### config.mk
export PLATFORM = sky130hd
export DESIGN_NAME = cp_copy_block_engine_flat
export DESIGN_NICKNAME = d
export VERILOG_FILES = /design/src/rtl/cp_copy_block_engine_if.sv /design/src/rtl/cp_copy_block_engine.sv /design/src/flat_wrapper.sv
export SDC_FILE = /design/constraint.sdc
export NUM_CORES = 1
export LEC_CHECK = 0
export BUFFER_PORTS_ARGS = -buffer_cell sky130_fd_sc_hd__buf_4
export CAP_MARGIN = 25
export CORE_MARGIN = 10
export CORE_UTILIZATION = 24
export DETAILED_ROUTE_END_ITERATION = 6
export MAX_ROUTING_LAYER = met4
export SKIP_CTS_REPAIR_TIMING = 1
export SYNTH_ARGS = -nofsm -noshare
export SYNTH_HDL_FRONTEND = slang
export SYNTH_SLANG_ARGS = --single-unit
### constraint.sdc
create_clock -name Clock -period 5.8 [get_ports Clock]
set_input_delay 0.29 -clock Clock [delete_from_list [all_inputs] [get_ports Clock]]
set_output_delay 0.29 -clock Clock [all_outputs]
set_load 0.02 [all_outputs]
### src/rtl/cp_copy_block_engine_if.sv
// Bus bundle for the COPYBLOCK engine. It carries the command handshake,
// the source read port, the destination write port and the status outputs.
interface cp_copy_block_engine_if #(
    parameter int ADDR_W = 16,
    parameter int DATA_W = 32,
    parameter int LEN_W  = 8,
    parameter int VPID_W = 4
);
    // Command from the CP
    logic              iCmdValid;
    logic              oCmdReady;
    logic [VPID_W-1:0] iVpId;
    logic [LEN_W-1:0]  iBlkLen;
    logic              iTag;
    logic [ADDR_W-1:0] iDstOff;
    logic [ADDR_W-1:0] iSrcOff;

    // Source memory read port (data one cycle after the strobe)
    logic [ADDR_W-1:0] oSrcAddr;
    logic              oSrcReadEnable;
    logic [DATA_W-1:0] iSrcData;

    // Destination write port
    logic [VPID_W-1:0] oDstVpId;
    logic [ADDR_W-1:0] oDstAddr;
    logic [DATA_W-1:0] oDstData;
    logic              oDstWriteEnable;
    logic              iDstReady;

    // Status
    logic              oBusy;
    logic              oDone;
    logic              oDoneTag;

    // Engine side
    modport slave (
        input  iCmdValid, iVpId, iBlkLen, iTag, iDstOff, iSrcOff,
        input  iSrcData, iDstReady,
        output oCmdReady, oSrcAddr, oSrcReadEnable,
        output oDstVpId, oDstAddr, oDstData, oDstWriteEnable,
        output oBusy, oDone, oDoneTag
    );

    // CP / memory side
    modport master (
        output iCmdValid, iVpId, iBlkLen, iTag, iDstOff, iSrcOff,
        output iSrcData, iDstReady,
        input  oCmdReady, oSrcAddr, oSrcReadEnable,
        input  oDstVpId, oDstAddr, oDstData, oDstWriteEnable,
        input  oBusy, oDone, oDoneTag
    );
endinterface

### src/rtl/cp_copy_block_engine.sv
// COPYBLOCK engine: copies iBlkLen words from a source memory to a
// destination VP, one word at a time (read, capture, write), then pulses
// oDone with the command tag. Addresses wrap modulo 2^ADDR_W.
module cp_copy_block_engine #(
    parameter int ADDR_W = 16,
    parameter int DATA_W = 32,
    parameter int LEN_W  = 8,
    parameter int VPID_W = 4
) (
    input  logic                   Clock,
    input  logic                   Reset,
    cp_copy_block_engine_if.slave  bus
);

    typedef enum logic [2:0] {
        ST_IDLE,
        ST_READ,
        ST_CAPTURE,
        ST_WRITE,
        ST_DONE
    } state_t;

    state_t            state_reg,    state_next;
    logic [LEN_W-1:0]  cnt_reg,      cnt_next;
    logic [ADDR_W-1:0] src_addr_reg, src_addr_next;
    logic [ADDR_W-1:0] dst_addr_reg, dst_addr_next;
    logic [DATA_W-1:0] data_reg,     data_next;
    logic [VPID_W-1:0] vp_id_reg,    vp_id_next;
    logic              tag_reg,      tag_next;

    // State and datapath registers; reset aborts any copy in progress at once
    always_ff @(posedge Clock or negedge Reset) begin
        if (!Reset) begin
            state_reg    <= ST_IDLE;
            cnt_reg      <= '0;
            src_addr_reg <= '0;
            dst_addr_reg <= '0;
            data_reg     <= '0;
            vp_id_reg    <= '0;
            tag_reg      <= 1'b0;
        end else begin
            state_reg    <= state_next;
            cnt_reg      <= cnt_next;
            src_addr_reg <= src_addr_next;
            dst_addr_reg <= dst_addr_next;
            data_reg     <= data_next;
            vp_id_reg    <= vp_id_next;
            tag_reg      <= tag_next;
        end
    end

    // Next-state and datapath updates; command fields are sampled only in IDLE
    always_comb begin
        state_next    = state_reg;
        cnt_next      = cnt_reg;
        src_addr_next = src_addr_reg;
        dst_addr_next = dst_addr_reg;
        data_next     = data_reg;
        vp_id_next    = vp_id_reg;
        tag_next      = tag_reg;

        case (state_reg)
            ST_IDLE: begin
                if (bus.iCmdValid) begin
                    vp_id_next    = bus.iVpId;
                    tag_next      = bus.iTag;
                    src_addr_next = bus.iSrcOff;
                    dst_addr_next = bus.iDstOff;
                    cnt_next      = bus.iBlkLen;
                    state_next    = (bus.iBlkLen == '0) ? ST_DONE : ST_READ;
                end
            end
            ST_READ: begin
                state_next = ST_CAPTURE;
            end
            ST_CAPTURE: begin
                data_next  = bus.iSrcData;
                state_next = ST_WRITE;
            end
            ST_WRITE: begin
                if (bus.iDstReady) begin
                    src_addr_next = src_addr_reg + ADDR_W'(1);
                    dst_addr_next = dst_addr_reg + ADDR_W'(1);
                    cnt_next      = cnt_reg - LEN_W'(1);
                    state_next    = (cnt_reg == LEN_W'(1)) ? ST_DONE : ST_READ;
                end
            end
            ST_DONE: begin
                state_next = ST_IDLE;
            end
            default: begin
                state_next = ST_IDLE;
            end
        endcase
    end

    // Strobes decode straight from the state, so read and write are exclusive
    assign bus.oCmdReady       = (state_reg == ST_IDLE);
    assign bus.oBusy           = (state_reg != ST_IDLE);
    assign bus.oSrcReadEnable  = (state_reg == ST_READ);
    assign bus.oDstWriteEnable = (state_reg == ST_WRITE);
    assign bus.oDone           = (state_reg == ST_DONE);
    assign bus.oDoneTag        = (state_reg == ST_DONE) && tag_reg;
    assign bus.oSrcAddr        = src_addr_reg;
    assign bus.oDstAddr        = dst_addr_reg;
    assign bus.oDstData        = data_reg;
    assign bus.oDstVpId        = vp_id_reg;

endmodule
### src/flat_wrapper.sv
// flat-port wrapper written by rule: the top's interface ports become plain ports
module cp_copy_block_engine_flat 
#(
    parameter int ADDR_W = 16,
    parameter int DATA_W = 32,
    parameter int LEN_W  = 8,
    parameter int VPID_W = 4
)
  (Clock, Reset, bus_iCmdValid, bus_iVpId, bus_iBlkLen, bus_iTag, bus_iDstOff, bus_iSrcOff, bus_iSrcData, bus_iDstReady, bus_oCmdReady, bus_oSrcAddr, bus_oSrcReadEnable, bus_oDstVpId, bus_oDstAddr, bus_oDstData, bus_oDstWriteEnable, bus_oBusy, bus_oDone, bus_oDoneTag);
  cp_copy_block_engine_if #(.ADDR_W(ADDR_W), .DATA_W(DATA_W), .LEN_W(LEN_W), .VPID_W(VPID_W)) bus_i ();
  input  logic Clock;
  input  logic Reset;
  input wire logic [$bits(bus_i.iCmdValid)-1:0] bus_iCmdValid;
  input wire logic [$bits(bus_i.iVpId)-1:0] bus_iVpId;
  input wire logic [$bits(bus_i.iBlkLen)-1:0] bus_iBlkLen;
  input wire logic [$bits(bus_i.iTag)-1:0] bus_iTag;
  input wire logic [$bits(bus_i.iDstOff)-1:0] bus_iDstOff;
  input wire logic [$bits(bus_i.iSrcOff)-1:0] bus_iSrcOff;
  input wire logic [$bits(bus_i.iSrcData)-1:0] bus_iSrcData;
  input wire logic [$bits(bus_i.iDstReady)-1:0] bus_iDstReady;
  output wire logic [$bits(bus_i.oCmdReady)-1:0] bus_oCmdReady;
  output wire logic [$bits(bus_i.oSrcAddr)-1:0] bus_oSrcAddr;
  output wire logic [$bits(bus_i.oSrcReadEnable)-1:0] bus_oSrcReadEnable;
  output wire logic [$bits(bus_i.oDstVpId)-1:0] bus_oDstVpId;
  output wire logic [$bits(bus_i.oDstAddr)-1:0] bus_oDstAddr;
  output wire logic [$bits(bus_i.oDstData)-1:0] bus_oDstData;
  output wire logic [$bits(bus_i.oDstWriteEnable)-1:0] bus_oDstWriteEnable;
  output wire logic [$bits(bus_i.oBusy)-1:0] bus_oBusy;
  output wire logic [$bits(bus_i.oDone)-1:0] bus_oDone;
  output wire logic [$bits(bus_i.oDoneTag)-1:0] bus_oDoneTag;
  assign bus_i.iCmdValid = bus_iCmdValid;
  assign bus_i.iVpId = bus_iVpId;
  assign bus_i.iBlkLen = bus_iBlkLen;
  assign bus_i.iTag = bus_iTag;
  assign bus_i.iDstOff = bus_iDstOff;
  assign bus_i.iSrcOff = bus_iSrcOff;
  assign bus_i.iSrcData = bus_iSrcData;
  assign bus_i.iDstReady = bus_iDstReady;
  assign bus_oCmdReady = bus_i.oCmdReady;
  assign bus_oSrcAddr = bus_i.oSrcAddr;
  assign bus_oSrcReadEnable = bus_i.oSrcReadEnable;
  assign bus_oDstVpId = bus_i.oDstVpId;
  assign bus_oDstAddr = bus_i.oDstAddr;
  assign bus_oDstData = bus_i.oDstData;
  assign bus_oDstWriteEnable = bus_i.oDstWriteEnable;
  assign bus_oBusy = bus_i.oBusy;
  assign bus_oDone = bus_i.oDone;
  assign bus_oDoneTag = bus_i.oDoneTag;
  cp_copy_block_engine #(.ADDR_W(ADDR_W), .DATA_W(DATA_W), .LEN_W(LEN_W), .VPID_W(VPID_W)) u_core (.Clock(Clock), .Reset(Reset), .bus(bus_i));
endmodule
# Word-level counts from Yosys, hierarchy flattened
# Cells that the tools add are included.
[op_classes]
add_sub_neg = 3
eq_ne = 7
n_mux = 14
reduce_logical = 8
[op_table]
columns = ["operator", "count"]
rows = [
  ["two-way mux 16 bit", 4],
  ["case mux 16 bit (2 select lines)", 2],
  ["adder 16 x 1 -> 16 bit (second input constant)", 2],
  ["two-way mux 8 bit", 2],
  ["case mux 8 bit (2 select lines)", 1],
  ["two-way mux 3 bit", 4],
  ["case mux 3 bit (4 select lines)", 1],
  ["== test 8 x 1 -> 1 bit (second input constant)", 1],
  ["zero test 8 bit", 1],
  ["subtractor 8 x 1 -> 8 bit (second input constant)", 1],
  ["== test 3 x 2 -> 1 bit (second input constant)", 2],
  ["inequality test 2 bit (second input constant)", 2],
  ["AND reduction 2 bit", 2],
  ["== test 3 x 1 -> 1 bit (second input constant)", 1],
  ["== test 3 bit (second input constant)", 1],
  ["zero test 3 bit", 1],
  ["AND reduction 3 bit", 1],
  ["nonzero test 3 bit", 1],
  ["nonzero test 2 bit", 1],
  ["logical AND 1 bit", 1],
]
[totals]
ff_bits = 80
out_inout_bits = 74

# Longest topological paths before layout
[depth]
depth_word = 4
depth_mapped = 8
ltp_nobuf = 5

# Worst setup path after synthesis
# Ideal clock, no wire load.
[synth_path]
path_type = "register -> register"
startpoint = "register u_core.dst_addr_reg[5], in the netlist u_core.bus.oDstAddr[5]"
endpoint = "register u_core.dst_addr_reg[15], in the netlist u_core.bus.oDstAddr[15]"
setup_ns = 0.071
arrival_ns = 1.872
required_time_ns = 5.729
path_slack_ns = 3.857
path_stages_with_launch = 5
path_cell_list = "dfrtp_1 > nand4_4 > or4_4 > or4b_1 > nand4_1"
[synth_via]
elab_chain_len = 3
[synth_lines]
columns = ["element", "line_no", "text"]
rows = [
  ["start, declared", "cp_copy_block_engine.sv:26", "logic [ADDR_W-1:0] dst_addr_reg, dst_addr_next;"],
  ["start signal, assigned", "cp_copy_block_engine.sv:45", "dst_addr_reg <= dst_addr_next;"],
  ["adder 16 x 1 -> 16 bit", "cp_copy_block_engine.sv:83", "dst_addr_next = dst_addr_reg + ADDR_W'(1);"],
  ["two-way mux 16 bit", "cp_copy_block_engine.sv:81", "if (bus.iDstReady) begin"],
  ["case mux 16 bit (2 select lines)", "cp_copy_block_engine.sv:62", "case (state_reg)"],
]
# Every way passes these cells. The select of a mux whose other input is x is not followed.
# A chain may end at the register's enable or synchronous reset.

# Worst setup path after layout
[layout_path]
startpoint = "register u_core.state_reg[2]"
endpoint = "output bus_oDstWriteEnable"
[layout_via]
elab_chain_len = 1
[layout_lines]
columns = ["element", "line_no", "text"]
rows = [
  ["start, declared", "cp_copy_block_engine.sv:23", "state_t state_reg, state_next;"],
  ["start signal, assigned", "cp_copy_block_engine.sv:42", "state_reg <= state_next;"],
  ["== test 3 x 2 -> 1 bit", "cp_copy_block_engine.sv:101", "assign bus.oDstWriteEnable = (state_reg == ST_WRITE);"],
  ["end, declared", "flat_wrapper.sv:27", "output wire logic [$bits(bus_i.oDstWriteEnable)-1:0] bus_oDstWriteEnable;"],
]
# Every way passes these cells.

==> metrics <==
Sw Ratio=0.4288; arrival time worst endpoint=around 2100 ps; final hold violations=0; TritonCTS clock tree=built; RSZ-0062 raised after global routing=no; gpl congestion=~0.84; hold_ws=approximately 180 ps; # diodes=0; peak supply drop=about 0.00025 V; CP Class=flip-flop to output pin; H-tree depth=3; peak fanout along the critical path=60; TritonCTS Sinks=80; ANT nets after route=0; Least-Margin Pin Slew=a little under 800 ps; first-pass GRT wire length=between 20 and 25 mm; Async SR Flop Fraction=1.000; register area=between 2000 and 2500 sq um; sequential area share after synthesis=0.4911; commonest non-fill, non-tap cells in the layout=buf_4, dfrtp_1, mux2_2; Static Leak=2.548 nW; die height=150.3 microns; CP Data Required Time=5510 ps; Initial DRT Pass Iterations=4; Via-to-Cell Ratio=4.911; drt first-iter violations=between 150 and 200; largest net degree at the start of global routing=61; Startpoint Class=flip-flop; Die X=between 150 and 200 microns; commonest non-fill, non-tap cell in the layout=buf_4; run status=complete, no violations; Final Max Slew Viols=0; antenna violations before repair=0; clock share of power=0.173; multi-input logic area=1926 sq um; Max Clk Rate=~0.42 GHz; PD cells=a little over 600 nW/um^2; number of max-cap violations=0; Final HPWL DP=between 10 and 15 mm; CTS Buf Count=9; synthesized area per cell=10.02 sq um; Mapped Cells=a little over 400; Netlist cell types=46; Worst-Skew Late Latency=roughly 340 ps; layout cell share with drive strength beyond 1=0.3949; Sequential Power Share=0.306; IO Count=roughly 160; Via Count=~3,800; vias in the first global route=between 3,000 and 4,000; Psw=1.546 mW; FP Rows=47; fillers=between 1,500 and 2,000; synth warn=0; Root Buffer=clkbuf_16; starting density of the core=0.2449; nets@finish=~630; # setup viols final=0; DIE AREA=approximately 23,000 sq um; detailed-route wire length per cell=17.26 microns; final setup TNS=0 ps; Worst Hold Class=input port to flip-flop; Tcrit/Tclk final=0.4143; Reg clk slew, reported paths=60 ps; grt ovf=0; max reg flops=32; Clock Tree Buf Depth=2; EDFF count, synth=0; Routed Wire Length=13.33 mm; Yosys reg bits=80; final period demand of the worst path=between 2000 and 2500 ps; Gate power share=0.521; Pwr Total=3.607 mW; relative slew slack=0.4866; Post-Syn Area=just over 4000 sq um; nature of the critical path endpoint=output pin; number of buffers added on ports=approximately 150; syn_nets=just under 500; Overall Global Routing Usage=0.1187; skew final=between 9 and 10 ps; Internal=2.060 mW; residual DRC count=0; Core ar.=16,640 sq um; Synth Flop Type=dfrtp_1; area delta synth->final=42.14%
==> power groups by stage <==
stage	sequential (mW)	combinational (mW)	clock (mW)
2_1_floorplan	1.34	0.944	0
3_3_place_gp	1.09	1.84	0
3_5_place_dp	1.11	1.91	0
4_1_cts	1.10	1.91	0.648
5_1_grt	1.15	2.07	0.669
6_report	1.10	1.88	0.625
==> cells in the mapped netlist, types with 2 or more instances <==
cell       count  area [sq um]
a22oi_1        6         45.04
and3_1         6         37.54
nand4_1        8         50.05
mux2_2        37         416.7
o31ai_1        2         15.01
nor2_1        22         82.58
nand3_1       22         110.1
nand2_1       27         101.4
dfrtp_1       80          2002
a2bb2oi_1     13         113.9
buf_6          2         22.52
o21ai_0       33         165.2
and2_1         6         37.54
a41o_1         2         20.02
o32ai_1        2         17.52
nand2b_1       2         12.51
clkbuf_1      20         75.07
nand3b_1       2         15.01
buf_2          5         25.02
a32oi_1        2         17.52
ha_1           4         50.05
o22a_1         3         26.28
a21oi_1       33         165.2
nor4_1         5         31.28
buf_1          3         11.26
a31oi_1        9         56.30
nor3b_1        2         15.01
o22ai_1       10         62.56
inv_1          9         33.78
nor3_1         8         40.04
o211ai_1       3         22.52
and4_1         5         43.79
==> final cells by class <==
class                   instances  share of cell area
clock buffers                  12             0.04427
flip-flops and latches         80              0.3455
clock inverters                 3             0.01123
repair buffers                160              0.2133
inverters                       9            0.005830
multi-input cells             288              0.3323
well taps                     220             0.04751
==> critical path, cell delays in order, from the launching register on <==
cell and delay (ps):
dfrtp_1 520, nand3b_1 220, buf_4 260, inv_2 280, buf_12 270, buf_4 190
==> per-layer routing <==
layer  routed length [microns]  vias up  GRT usage
met4                       142        0    0.03936
met1                      5746     1819     0.1452
met5                         0        -          -
met2                      5918      149     0.1720
li1                          -     1810          -
met3                      1521       13    0.05102
==> final timing paths <==
kind                       slack, ps                             from  cells past startpoint                                  end
setup / recovery                3400  u_core.state_reg[2]$_DFFE_PN0P_                      5                  bus_oDstWriteEnable
hold / removal                   180                 bus_iSrcData[15]                      2  u_core.bus.oDstData[15]$_DFFE_PN0P_
setup reg to reg                3450  u_core.state_reg[2]$_DFFE_PN0P_                      4  u_core.bus.oDstAddr[15]$_DFFE_PN0P_
hold reg to reg                  500       u_core.tag_reg$_DFFE_PN0P_                      1           u_core.tag_reg$_DFFE_PN0P_
max in group asynchronous       4720                            Reset                      3  u_core.bus.oDstData[14]$_DFFE_PN0P_
min in group asynchronous        460                            Reset                      2   u_core.bus.oDstAddr[8]$_DFFE_PN0P_
==> logic make-up (layout without fill, tap and decap cells) <==
group           Yosys count  count (layout)  share of synthesized area
flops                    80              80                     0.4911
simple gates            123             123                     0.1624
compound gates          123             123                     0.1885
mux                      38              38                     0.1047
buf+inv                  39             184                    0.04113
fa+ha+maj                 4               4                    0.01228
==> per-stage QoR <==
step             util  setup WS (ps)  cells  cell area [sq um]
2_1_floorplan       -           3857    407               4076
3_3_place_gp   0.3254           3298    754               5415
3_5_place_dp   0.3282           3445    756               5463
4_1_cts        0.3476           3389    771               5784
5_1_grt        0.3482           3278    772               5794
6_report       0.3482           3397    772               5794
Power figures use the tool's default switching activity.
